**src/rtl/lsu_bus_if.sv**
```systemverilog
// lsu_bus_if - load/store unit bridging the pipeline M stage to a data bus
// with wait states.
//
// It builds byte enables and lane-shifted store data, and sign- or
// zero-extends load data. Accesses that cross a bus word can be split into
// two beats. Each beat has a bounded wait for the bus. The pipeline is held
// in stall until the access retires with a one-cycle done pulse.
//
// Parameters
//   XLEN     data/address width (32 or 64); NB = XLEN/8 byte lanes
//   SPLIT    1: word-crossing access becomes two beats, 0: misaligned error
//   TIMEOUT  max cycles per beat waiting on mem_ready/mem_rvalid, 0 = off
//
// Ports
//   clk, rst                       clock, synchronous active-high reset
//   req_valid/we/funct3/addr/wdata M-stage access request
//   stall                          hold pipeline (combinational)
//   done, ld_data, err             retire pulse, extended load data, status
//   mem_req/ready/we/addr/be/wdata bus request channel
//   mem_rvalid/rdata               bus read response channel
module lsu_bus_if #(
    parameter int XLEN    = 32,
    parameter int SPLIT   = 1,
    parameter int TIMEOUT = 16
) (
    input  logic              clk,
    input  logic              rst,
    input  logic              req_valid,
    input  logic              req_we,
    input  logic [2:0]        req_funct3,
    input  logic [XLEN-1:0]   req_addr,
    input  logic [XLEN-1:0]   req_wdata,
    output logic              stall,
    output logic              done,
    output logic [XLEN-1:0]   ld_data,
    output logic [1:0]        err,
    output logic              mem_req,
    input  logic              mem_ready,
    output logic              mem_we,
    output logic [XLEN-1:0]   mem_addr,
    output logic [XLEN/8-1:0] mem_be,
    output logic [XLEN-1:0]   mem_wdata,
    input  logic              mem_rvalid,
    input  logic [XLEN-1:0]   mem_rdata
);

    localparam int NB   = XLEN / 8;
    localparam int OFFW = $clog2(NB);
    localparam int TW   = (TIMEOUT > 1) ? $clog2(TIMEOUT + 1) : 1;

    typedef enum logic [1:0] {
        ST_IDLE = 2'd0,
        ST_REQ  = 2'd1,
        ST_RESP = 2'd2,
        ST_DONE = 2'd3
    } state_t;

    state_t              state_r, next_state_s;
    logic                phase_r;
    logic                split_r;
    logic [2:0]          f3_r;
    logic [OFFW-1:0]     off_r;
    logic [NB-1:0]       be_hi_r;
    logic [XLEN-1:0]     wdata_hi_r;
    logic [XLEN-1:0]     rdata0_r;
    logic [TW-1:0]       tmo_cnt_r;
    logic                mem_req_r, mem_we_r, done_r;
    logic [XLEN-1:0]     mem_addr_r, mem_wdata_r, ld_data_r;
    logic [NB-1:0]       mem_be_r;
    logic [1:0]          err_r;

    logic [OFFW-1:0]     off_s;
    logic [3:0]          sz_s;
    logic [4:0]          span_s;
    logic                cross_s;
    logic                illegal_s;
    logic [1:0]          req_err_s;
    logic [2*NB-1:0]     be_wide_s;
    logic [2*XLEN-1:0]   wdata_wide_s;
    logic [XLEN-1:0]     base_s;
    logic                accept_s, beat_adv_s, ld_fin_s, tmo_s, clr_cnt_s, tmo_hit_s;
    logic [2*XLEN-1:0]   raw_wide_s;
    logic [XLEN-1:0]     ld_ext_s;

    // Masks raw load data to the access size, then sign- or zero-extends it.
    function automatic logic [XLEN-1:0] load_extend(input logic [XLEN-1:0] raw,
                                                    input logic [2:0] f3);
        int   nbits;
        logic sbit;
        nbits = 32'sd8 << f3[1:0];
        case (f3[1:0])
            2'd0:    sbit = raw[7];
            2'd1:    sbit = raw[15];
            2'd2:    sbit = raw[31];
            default: sbit = raw[XLEN-1];
        endcase
        sbit = sbit & ~f3[2];
        for (int i = 0; i < XLEN; i++) begin
            load_extend[i] = (i < nbits) ? raw[i] : sbit;
        end
    endfunction

    // Lane math for the incoming request: offset, size, word crossing, enables.
    always_comb begin
        off_s        = req_addr[OFFW-1:0];
        sz_s         = 4'd1 << req_funct3[1:0];
        span_s       = 5'(off_s) + 5'(sz_s);
        cross_s      = (span_s > 5'(NB));
        base_s       = {req_addr[XLEN-1:OFFW], {OFFW{1'b0}}};
        // The low half of each wide vector is beat 0, the high half beat 1.
        wdata_wide_s = {{XLEN{1'b0}}, req_wdata} << {off_s, 3'b000};
        for (int i = 0; i < 2 * NB; i++) begin
            be_wide_s[i] = (5'(i) >= 5'(off_s)) && (5'(i) < span_s);
        end
    end

    // Request legality and the error code recorded at accept.
    always_comb begin
        illegal_s = (req_funct3 == 3'b111) ||
                    (req_funct3[2] && req_we) ||
                    ((XLEN == 32) && (req_funct3 == 3'b011)) ||
                    ((XLEN == 32) && (req_funct3 == 3'b110));
        if (illegal_s) begin
            req_err_s = 2'b11;
        end else if (cross_s && (SPLIT == 0)) begin
            req_err_s = 2'b01;
        end else begin
            req_err_s = 2'b00;
        end
    end

    // Load result assembly: on the second beat, beat 0 data supplies the low lanes.
    always_comb begin
        if (phase_r) begin
            raw_wide_s = {mem_rdata, rdata0_r} >> {off_r, 3'b000};
        end else begin
            raw_wide_s = {{XLEN{1'b0}}, mem_rdata} >> {off_r, 3'b000};
        end
        ld_ext_s = load_extend(raw_wide_s[XLEN-1:0], f3_r);
    end

    // Per-beat wait bound reached this cycle.
    always_comb begin
        tmo_hit_s = (TIMEOUT != 0) && (tmo_cnt_r == TW'(TIMEOUT - 1));
    end

    // Next-state logic and the per-cycle event strobes.
    always_comb begin
        next_state_s = state_r;
        accept_s     = 1'b0;
        beat_adv_s   = 1'b0;
        ld_fin_s     = 1'b0;
        tmo_s        = 1'b0;
        clr_cnt_s    = 1'b0;
        case (state_r)
            ST_IDLE: begin
                if (req_valid) begin
                    accept_s = 1'b1;
                    if (req_err_s != 2'b00) begin
                        next_state_s = ST_DONE;
                    end else begin
                        next_state_s = ST_REQ;
                        clr_cnt_s    = 1'b1;
                    end
                end else begin
                    next_state_s = ST_IDLE;
                end
            end
            ST_REQ: begin
                if (mem_ready) begin
                    if (!mem_we_r) begin
                        next_state_s = ST_RESP;
                        clr_cnt_s    = 1'b1;
                    end else if (split_r && !phase_r) begin
                        next_state_s = ST_REQ;
                        beat_adv_s   = 1'b1;
                        clr_cnt_s    = 1'b1;
                    end else begin
                        next_state_s = ST_DONE;
                    end
                end else if (tmo_hit_s) begin
                    next_state_s = ST_DONE;
                    tmo_s        = 1'b1;
                end else begin
                    next_state_s = ST_REQ;
                end
            end
            ST_RESP: begin
                if (mem_rvalid) begin
                    if (split_r && !phase_r) begin
                        next_state_s = ST_REQ;
                        beat_adv_s   = 1'b1;
                        clr_cnt_s    = 1'b1;
                    end else begin
                        next_state_s = ST_DONE;
                        ld_fin_s     = 1'b1;
                    end
                end else if (tmo_hit_s) begin
                    next_state_s = ST_DONE;
                    tmo_s        = 1'b1;
                end else begin
                    next_state_s = ST_RESP;
                end
            end
            ST_DONE: begin
                next_state_s = ST_IDLE;
            end
            default: begin
                next_state_s = ST_IDLE;
            end
        endcase
    end

    // Combinational pipeline hold.
    always_comb begin
        stall = ((state_r == ST_IDLE) && req_valid) ||
                (state_r == ST_REQ) || (state_r == ST_RESP);
    end

    // State, request capture, beat sequencing, timeout counter and registered outputs.
    always_ff @(posedge clk) begin
        if (rst) begin
            state_r     <= ST_IDLE;
            phase_r     <= 1'b0;
            split_r     <= 1'b0;
            f3_r        <= 3'd0;
            off_r       <= '0;
            be_hi_r     <= '0;
            wdata_hi_r  <= '0;
            rdata0_r    <= '0;
            tmo_cnt_r   <= '0;
            mem_req_r   <= 1'b0;
            mem_we_r    <= 1'b0;
            done_r      <= 1'b0;
            mem_addr_r  <= '0;
            mem_be_r    <= '0;
            mem_wdata_r <= '0;
            ld_data_r   <= '0;
            err_r       <= 2'b00;
        end else begin
            state_r   <= next_state_s;
            mem_req_r <= (next_state_s == ST_REQ);
            done_r    <= (next_state_s == ST_DONE);

            if (clr_cnt_s) begin
                tmo_cnt_r <= '0;
            end else if ((state_r == ST_REQ) || (state_r == ST_RESP)) begin
                tmo_cnt_r <= tmo_cnt_r + TW'(1);
            end else begin
                tmo_cnt_r <= tmo_cnt_r;
            end

            if (accept_s) begin
                f3_r      <= req_funct3;
                off_r     <= off_s;
                split_r   <= cross_s;
                phase_r   <= 1'b0;
                err_r     <= req_err_s;
                ld_data_r <= '0;
                mem_we_r  <= req_we;
                // Erroring requests never reach the bus, so the bus fields keep their old values.
                if (req_err_s == 2'b00) begin
                    mem_addr_r  <= base_s;
                    mem_be_r    <= be_wide_s[NB-1:0];
                    mem_wdata_r <= wdata_wide_s[XLEN-1:0];
                    be_hi_r     <= be_wide_s[2*NB-1:NB];
                    wdata_hi_r  <= wdata_wide_s[2*XLEN-1:XLEN];
                end
            end else if (beat_adv_s) begin
                phase_r     <= 1'b1;
                mem_addr_r  <= mem_addr_r + XLEN'(NB);
                mem_be_r    <= be_hi_r;
                mem_wdata_r <= wdata_hi_r;
            end

            if ((state_r == ST_RESP) && mem_rvalid && !phase_r) begin
                rdata0_r <= mem_rdata;
            end

            if (ld_fin_s) begin
                ld_data_r <= ld_ext_s;
            end

            if (tmo_s) begin
                err_r <= 2'b10;
            end
        end
    end

    assign done      = done_r;
    assign ld_data   = ld_data_r;
    assign err       = err_r;
    assign mem_req   = mem_req_r;
    assign mem_we    = mem_we_r;
    assign mem_addr  = mem_addr_r;
    assign mem_be    = mem_be_r;
    assign mem_wdata = mem_wdata_r;

endmodule

```
**config.mk**
```make
export PLATFORM = sky130hd
export DESIGN_NAME = lsu_bus_if
export DESIGN_NICKNAME = d
export VERILOG_FILES = /design/src/rtl/lsu_bus_if.sv
export SDC_FILE = /design/constraint.sdc
export NUM_CORES = 1
export LEC_CHECK = 0
export ABC_AREA = 1
export CORE_MARGIN = 4
export CORE_UTILIZATION = 47
export CTS_CLUSTER_DIAMETER = 40
export DETAILED_ROUTE_END_ITERATION = 8
export DONT_BUFFER_PORTS = 1
export PLACE_DENSITY = 0.65
export SYNTH_ARGS = -nofsm -noshare
export SYNTH_HDL_FRONTEND = slang
export SYNTH_SLANG_ARGS = --single-unit
```
**constraint.sdc**
```tcl
create_clock -name clk -period 2.3 [get_ports clk]
set_clock_uncertainty 0.1 [all_clocks]
set_input_delay 0.69 -clock clk [delete_from_list [all_inputs] [get_ports clk]]
set_output_delay 0.69 -clock clk [all_outputs]
set_load 0.05 [all_outputs]
```
==> After elaboration in Yosys (flattened, before gate mapping) <==
Cells that the tools add are included.
{ "totals": {"ff_bits": 187, "in_bits": 105, "output_inout_bits": 106, "word_cells": 186} }
{ "classes": {"n_addsub": 3, "n_lt_le_gt_ge": 44, "eq_ne": 11, "shift": 5, "muxes": 76, "n_bitwise": 2, "n_reduce_logical": 27} }
{ "op_table": {"columns": ["cell", "n"], "rows": [
  ["less-than comparator 6 x 32 -> 1 bit, first input constant", 16],
  ["2-to-1 mux 32 bit", 9],
  ["less-than comparator 5 x 32 -> 1 bit, first input constant", 8],
  ["less-than comparator 4 x 32 -> 1 bit, first input constant", 4],
  ["less-than comparator 3 x 32 -> 1 bit, first input constant", 2],
  ["left shift 32 x 5 -> 64 bit", 1],
  [">> shifter 64 x 5 -> 32 bit", 1],
  ["2-to-1 mux 1 bit", 49],
  ["adder 32 x 3 -> 32 bit, second input constant", 1],
  ["less-than comparator 1 x 32 -> 1 bit, first input constant", 1],
  ["less-than comparator 2 x 32 -> 1 bit, first input constant", 1],
  ["left shift 4 x 2 -> 32 bit, first input constant", 1],
  [">> shifter 32 x 5 -> 32 bit", 1],
  ["less-than comparator 3 x 5 -> 1 bit, first input constant", 4],
  ["2-to-1 mux 2 bit", 10],
  ["2-to-1 mux 4 bit", 3],
  ["less-than comparator 1 x 5 -> 1 bit, first input constant", 2],
  ["less-than comparator 2 x 5 -> 1 bit, first input constant", 2],
  ["logical AND 1 bit", 8],
  ["one-hot mux 2 bit (4 select lines)", 1],
  ["nonzero test 2 bit", 4],
  ["== test 2 x 1 -> 1 bit, second input constant", 3],
  ["== test 2 bit, second input constant", 3],
  ["== test 3 bit, second input constant", 2],
  ["other kinds (18)", 31]
]} }

==> Depth between registers and ports, before layout <==
{ "logic_depth": {"word_depth": 10, "mapped_depth": 13, "ltp_nobuf": 12} }

==> Least setup slack after synthesis <==
No wires, ideal clock.
{ "synth_timing": {"kind": "input to output", "from": "input port req_valid", "to": "output port stall", "t_arrival_ns": 1.693, "required_time_ns": 1.510, "slack_ns": -0.183, "cell_stages": 4, "n_path_buf": 2, "cell_sequence": "nand2_1 -> buf_2 -> buf_1 -> nand3_1"} }
{ "synth_via": {"elab_chain_len": 3} }
{ "synth_lines": {"columns": ["item", "line", "source"], "rows": [
  ["start: declaration", "28", "input logic req_valid,"],
  ["logical AND 1 bit", "216", "stall = ((state_r == ST_IDLE) && req_valid) ||"],
  ["logical OR 1 bit", "216", null],
  ["logical OR 1 bit", "217", "(state_r == ST_REQ) || (state_r == ST_RESP);"],
  ["end: declaration", "33", "output logic stall,"]
]} }
No other way between the ends.

==> Final worst setup path <==
{ "layout_timing": {"from": "register state_r[0]", "to": "output port stall"} }
{ "layout_via": {"elab_chain_len": 4, "word_cells_on_any_way": 6, "cone_classes": "2 x eq/ne; 4 x reduce/logical"} }
{ "layout_lines": {"columns": ["item", "line", "source"], "rows": [
  ["start: declaration", "58", "state_t state_r, next_state_s;"],
  ["start signal: assignment", "241", "state_r <= next_state_s;"],
  ["zero test 2 bit", "216", null],
  ["logical AND 1 bit", "216", null],
  ["logical OR 1 bit", "216", null],
  ["logical OR 1 bit *", "217", null]
]} }
Mark *: on every way between the ends. The rest lies on a longest branch, timed or not.

==> impl_metrics.toml <==
[critical_path]
reg2reg_depth = 13
cp-startpoint = "state_r[0]"
arrival_ns = 1.47
critical_path.endpoint = "stall"
regToRegSetupSlack_ns = 0.17
path_cells = "inv_1 > ha_1 > nand2_4 > nand3_4 > buf_4"
cp_max_fo = 5
startpoint_type = "register"
crit_path_top_delay_cell = "dfxtp_2"
path_class = "register to output port"
worstReg2RegStart = "state_r[0]"
endpoint_kind = "output port"
max_stage_delay_ns = 0.35
r2r_end = "mem_wdata[18]"
required_ns = 1.51

[cts]
root_buffer = "clkbuf_16"
cts_made_buffers = 17
clk_latency_ns = 0.44
cts.sinks = 177
htree_levels = 4
ctsLongestPathBuffers = 2
cts_tree = "yes"
cts.clk_slew.worst_paths_ns = 0.07

[floorplanning]
fp.dieW_um = 152
core_area_mm2 = 0.0203
io_pins = 211
rows = 52
start_util_pct = 48.0
die_area_mm2 = 0.0231
fp.dieH_um = 152

[placed_design]
dp_slack_ns = -0.00568
io_buffers = 0
dp_hpwl_mm = 22.5
gp_congestion = 0.893

[detailed_routing]
drt_iter0_drc = 771
firstDrtPassIters = 6
routedWlPerCell_um = 17.7
viasPerCell = 5.58
routed_wl_mm = 30.7
drcViolationCount = 0
num_vias = 9702
ant_nets = 0

[power_and_ir_drop]
p_sw_mw = 2.77
swShare_pct = 34.3
pwr-share-clk_pct = 36.6
power_density_mw_per_mm2 = 734
ir_worst_vdd_v = 0.000519
power_frac_seq_pct = 44.8
power_leakage_nw = 4.60
p_int_mw = 5.29
p_total_mw = 8.06
power_frac_comb_pct = 18.7

[timing]
setup_slack_ns = 0.0397
worst_slew_pin_slew_ns = 0.590
setup-violations-final = 0
drv_slew = 0
max_freq_ghz = 0.442
finalCritPeriodShare_pct = 98.3
slew-limit-headroom_pct = 60.6
finalCriticalPeriod_ns = 2.26
final_hold_viol_count = 0

[worst_hold_path]
hold_path.class = "input pin to register"

[flow_run]
maxCapViolations = 0

[grt]
grt_max_degree = 77
antenna_found_initial = 0
use_met1_pct = 33.5
track_usage_pct = 25.9
grt.met3_usage_pct = 7.17
met2_usage_pct = 42.2
grt_first_pass_wirelength_mm = 49.6
grt.busiest_layer = "met2"
gr-total-overflow = 0
grt_pass1_vias = 8965

[yosys]
ys_types = 48
ys_ff_latch = 177
avgSynthCellArea_um2 = 6.73
postSynthCellCount = 1449
syn_area_mm2 = 0.00975
ys_seq_area_share_pct = 36.4
yosysWarnings = 0

[layout]
drive_gt1_share_pct = 12.0
syn2layout_area_growth_pct = 12.7
fin_nets = 1572
antenna_cells = 0

[status]
status = "complete, no violations"
through the flow:
step / instance area, µm² / cells / utilization (%) / setup TNS [ns] / hold WS [ns]
detailed placement: 10300 / 1704 / 51.0 / -0.00568 / 0.326
global route: 11000 / 1740 / 54.1 / -0.00965 / 0.215
floorplan: 9760 / 1450 / - / 0 / 0.314
CTS: 10900 / 1736 / 53.9 / 0 / 0.205
global placement: 10300 / 1704 / 51.0 / 0 / 0.326
finish: 11000 / 1740 / 54.1 / 0 / 0.228
worst min path at each step:
stage          startpoint            to  cells past startpoint
6_report              rst  rdata0_r[27]                      1
5_1_grt               rst  rdata0_r[28]                      1
4_1_cts               rst  rdata0_r[29]                      1
3_5_place_dp   be_hi_r[3]    be_hi_r[3]                      2
3_3_place_gp   be_hi_r[3]    be_hi_r[3]                      2
2_1_floorplan  be_hi_r[3]    be_hi_r[3]                      2
state kept, by name, indices dropped and copies added, names as in the netlist:
| signal | count |
|---|---|
| ld_data | 32 |
| mem_wdata | 32 |
| rdata0_r | 32 |
| mem_addr | 30 |
| wdata_hi_r | 24 |
| tmo_cnt_r | 5 |
| be_hi_r | 4 |
| mem_be | 4 |
| f3_r | 3 |
| err | 2 |
| off_r | 2 |
| state_r | 2 |
| done | 1 |
| mem_req | 1 |
| mem_we | 1 |
| phase_r | 1 |
| split_r | 1 |
cell families (layout without fill, tap and decap cells):
kind of cell | after synthesis | in the layout | synth area share [%]
AND/OR/NAND/NOR | 629 | 629 | 27.2
AO/OA/AOI/OAI | 378 | 378 | 22.1
buffers and inverters | 216 | 236 | 9.35
flip-flops | 177 | 177 | 36.4
multiplexers | 20 | 20 | 2.05
XOR/XNOR | 18 | 18 | 1.62
adder cells (fa/ha/maj) | 10 | 10 | 1.36
other | 1 | 2 | 0.0385
placed cells by master (no fill, tap or decap), types with 3 or more instances in the layout:
master     instances
a211oi_1          20
a21oi_1          126
a21oi_2           10
a22oi_1           11
a31oi_1           15
buf_12             8
buf_4             75
clkbuf_16         17
clkinv_1           4
dfxtp_1          175
ha_1               7
inv_1            112
inv_2              4
inv_6              9
mux2i_1           20
nand2_1          336
nand2_2           15
nand3_1           96
nand3_2            3
nand4_1            7
nor2_1           136
nor2_2             3
nor3_1            10
o211ai_1          17
o21ai_0          137
o21ai_1            7
o221ai_1           3
o22ai_1           25
or2_2             14
xnor2_1            8
xor2_1            10
cells in the mapped netlist, drive strengths merged:
library cell	number	area, µm²
inv	116	438
conb	1	3.75
clkbuf	45	171
buf	50	283
o221ai	3	26.3
nand3	100	516
o21bai	2	30.0
nor3	10	50.1
o21a	1	7.51
o22ai	26	169
a21oi	136	718
and3	1	6.26
nor3b	1	7.51
a31oi	15	93.8
a22oi	11	82.6
clkinv	5	18.8
xnor2	8	70.1
o211ai	17	128
a221oi	1	8.76
o32ai	2	17.5
dfxtp	177	3540
xor2	10	87.6
nand2	352	1360
or2	14	87.6
nor2	142	564
o21ai	144	721
ha	9	113
nand4	7	43.8
a211oi	20	150
fa	1	20.0
and2	2	12.5
mux2i	20	200
layer usage:
metal	vias up	wire length, µm
met2	344	14100
met1	4467	13200
li1	4840	-
met5	-	0
met3	51	2540
met4	0	782
critical path, delay by kind of cell, from the launching register on:
kind	cells	cell delay (ns)
flops	1	0.35
fa+ha+maj	1	0.23
simple gates	2	0.18
buf+inv	2	0.27
power by group through the flow:
stage	combinational (mW)	clock, mW	sequential [mW]
2_1_floorplan	0.967	0	3.79
3_3_place_gp	1.46	0	3.68
3_5_place_dp	1.48	0	3.68
4_1_cts	1.49	2.99	3.61
5_1_grt	1.67	3.13	3.63
6_report	1.50	2.95	3.61
layout make-up:
class / instances / area [µm²]
sequential: 177 / 3550
timing repair buffer: 83 / 723
fill: 2035 / 9320
tap: 270 / 338
inverter: 121 / 457
clock buffer: 17 / 425
multi-input combinational: 1057 / 5330
clock inverter: 15 / 165
timing repair:
| action | 4_1_cts | 5_1_grt |
|---|---|---|
| endpoints found under the setup margin | 1 | 1 |
| setup buffers | 0 | 4 |
| resized for setup | 4 | 3 |
| pin swaps | 0 | 1 |
| hold buffers | 0 | 0 |
(Power assumes the default switching activity.)
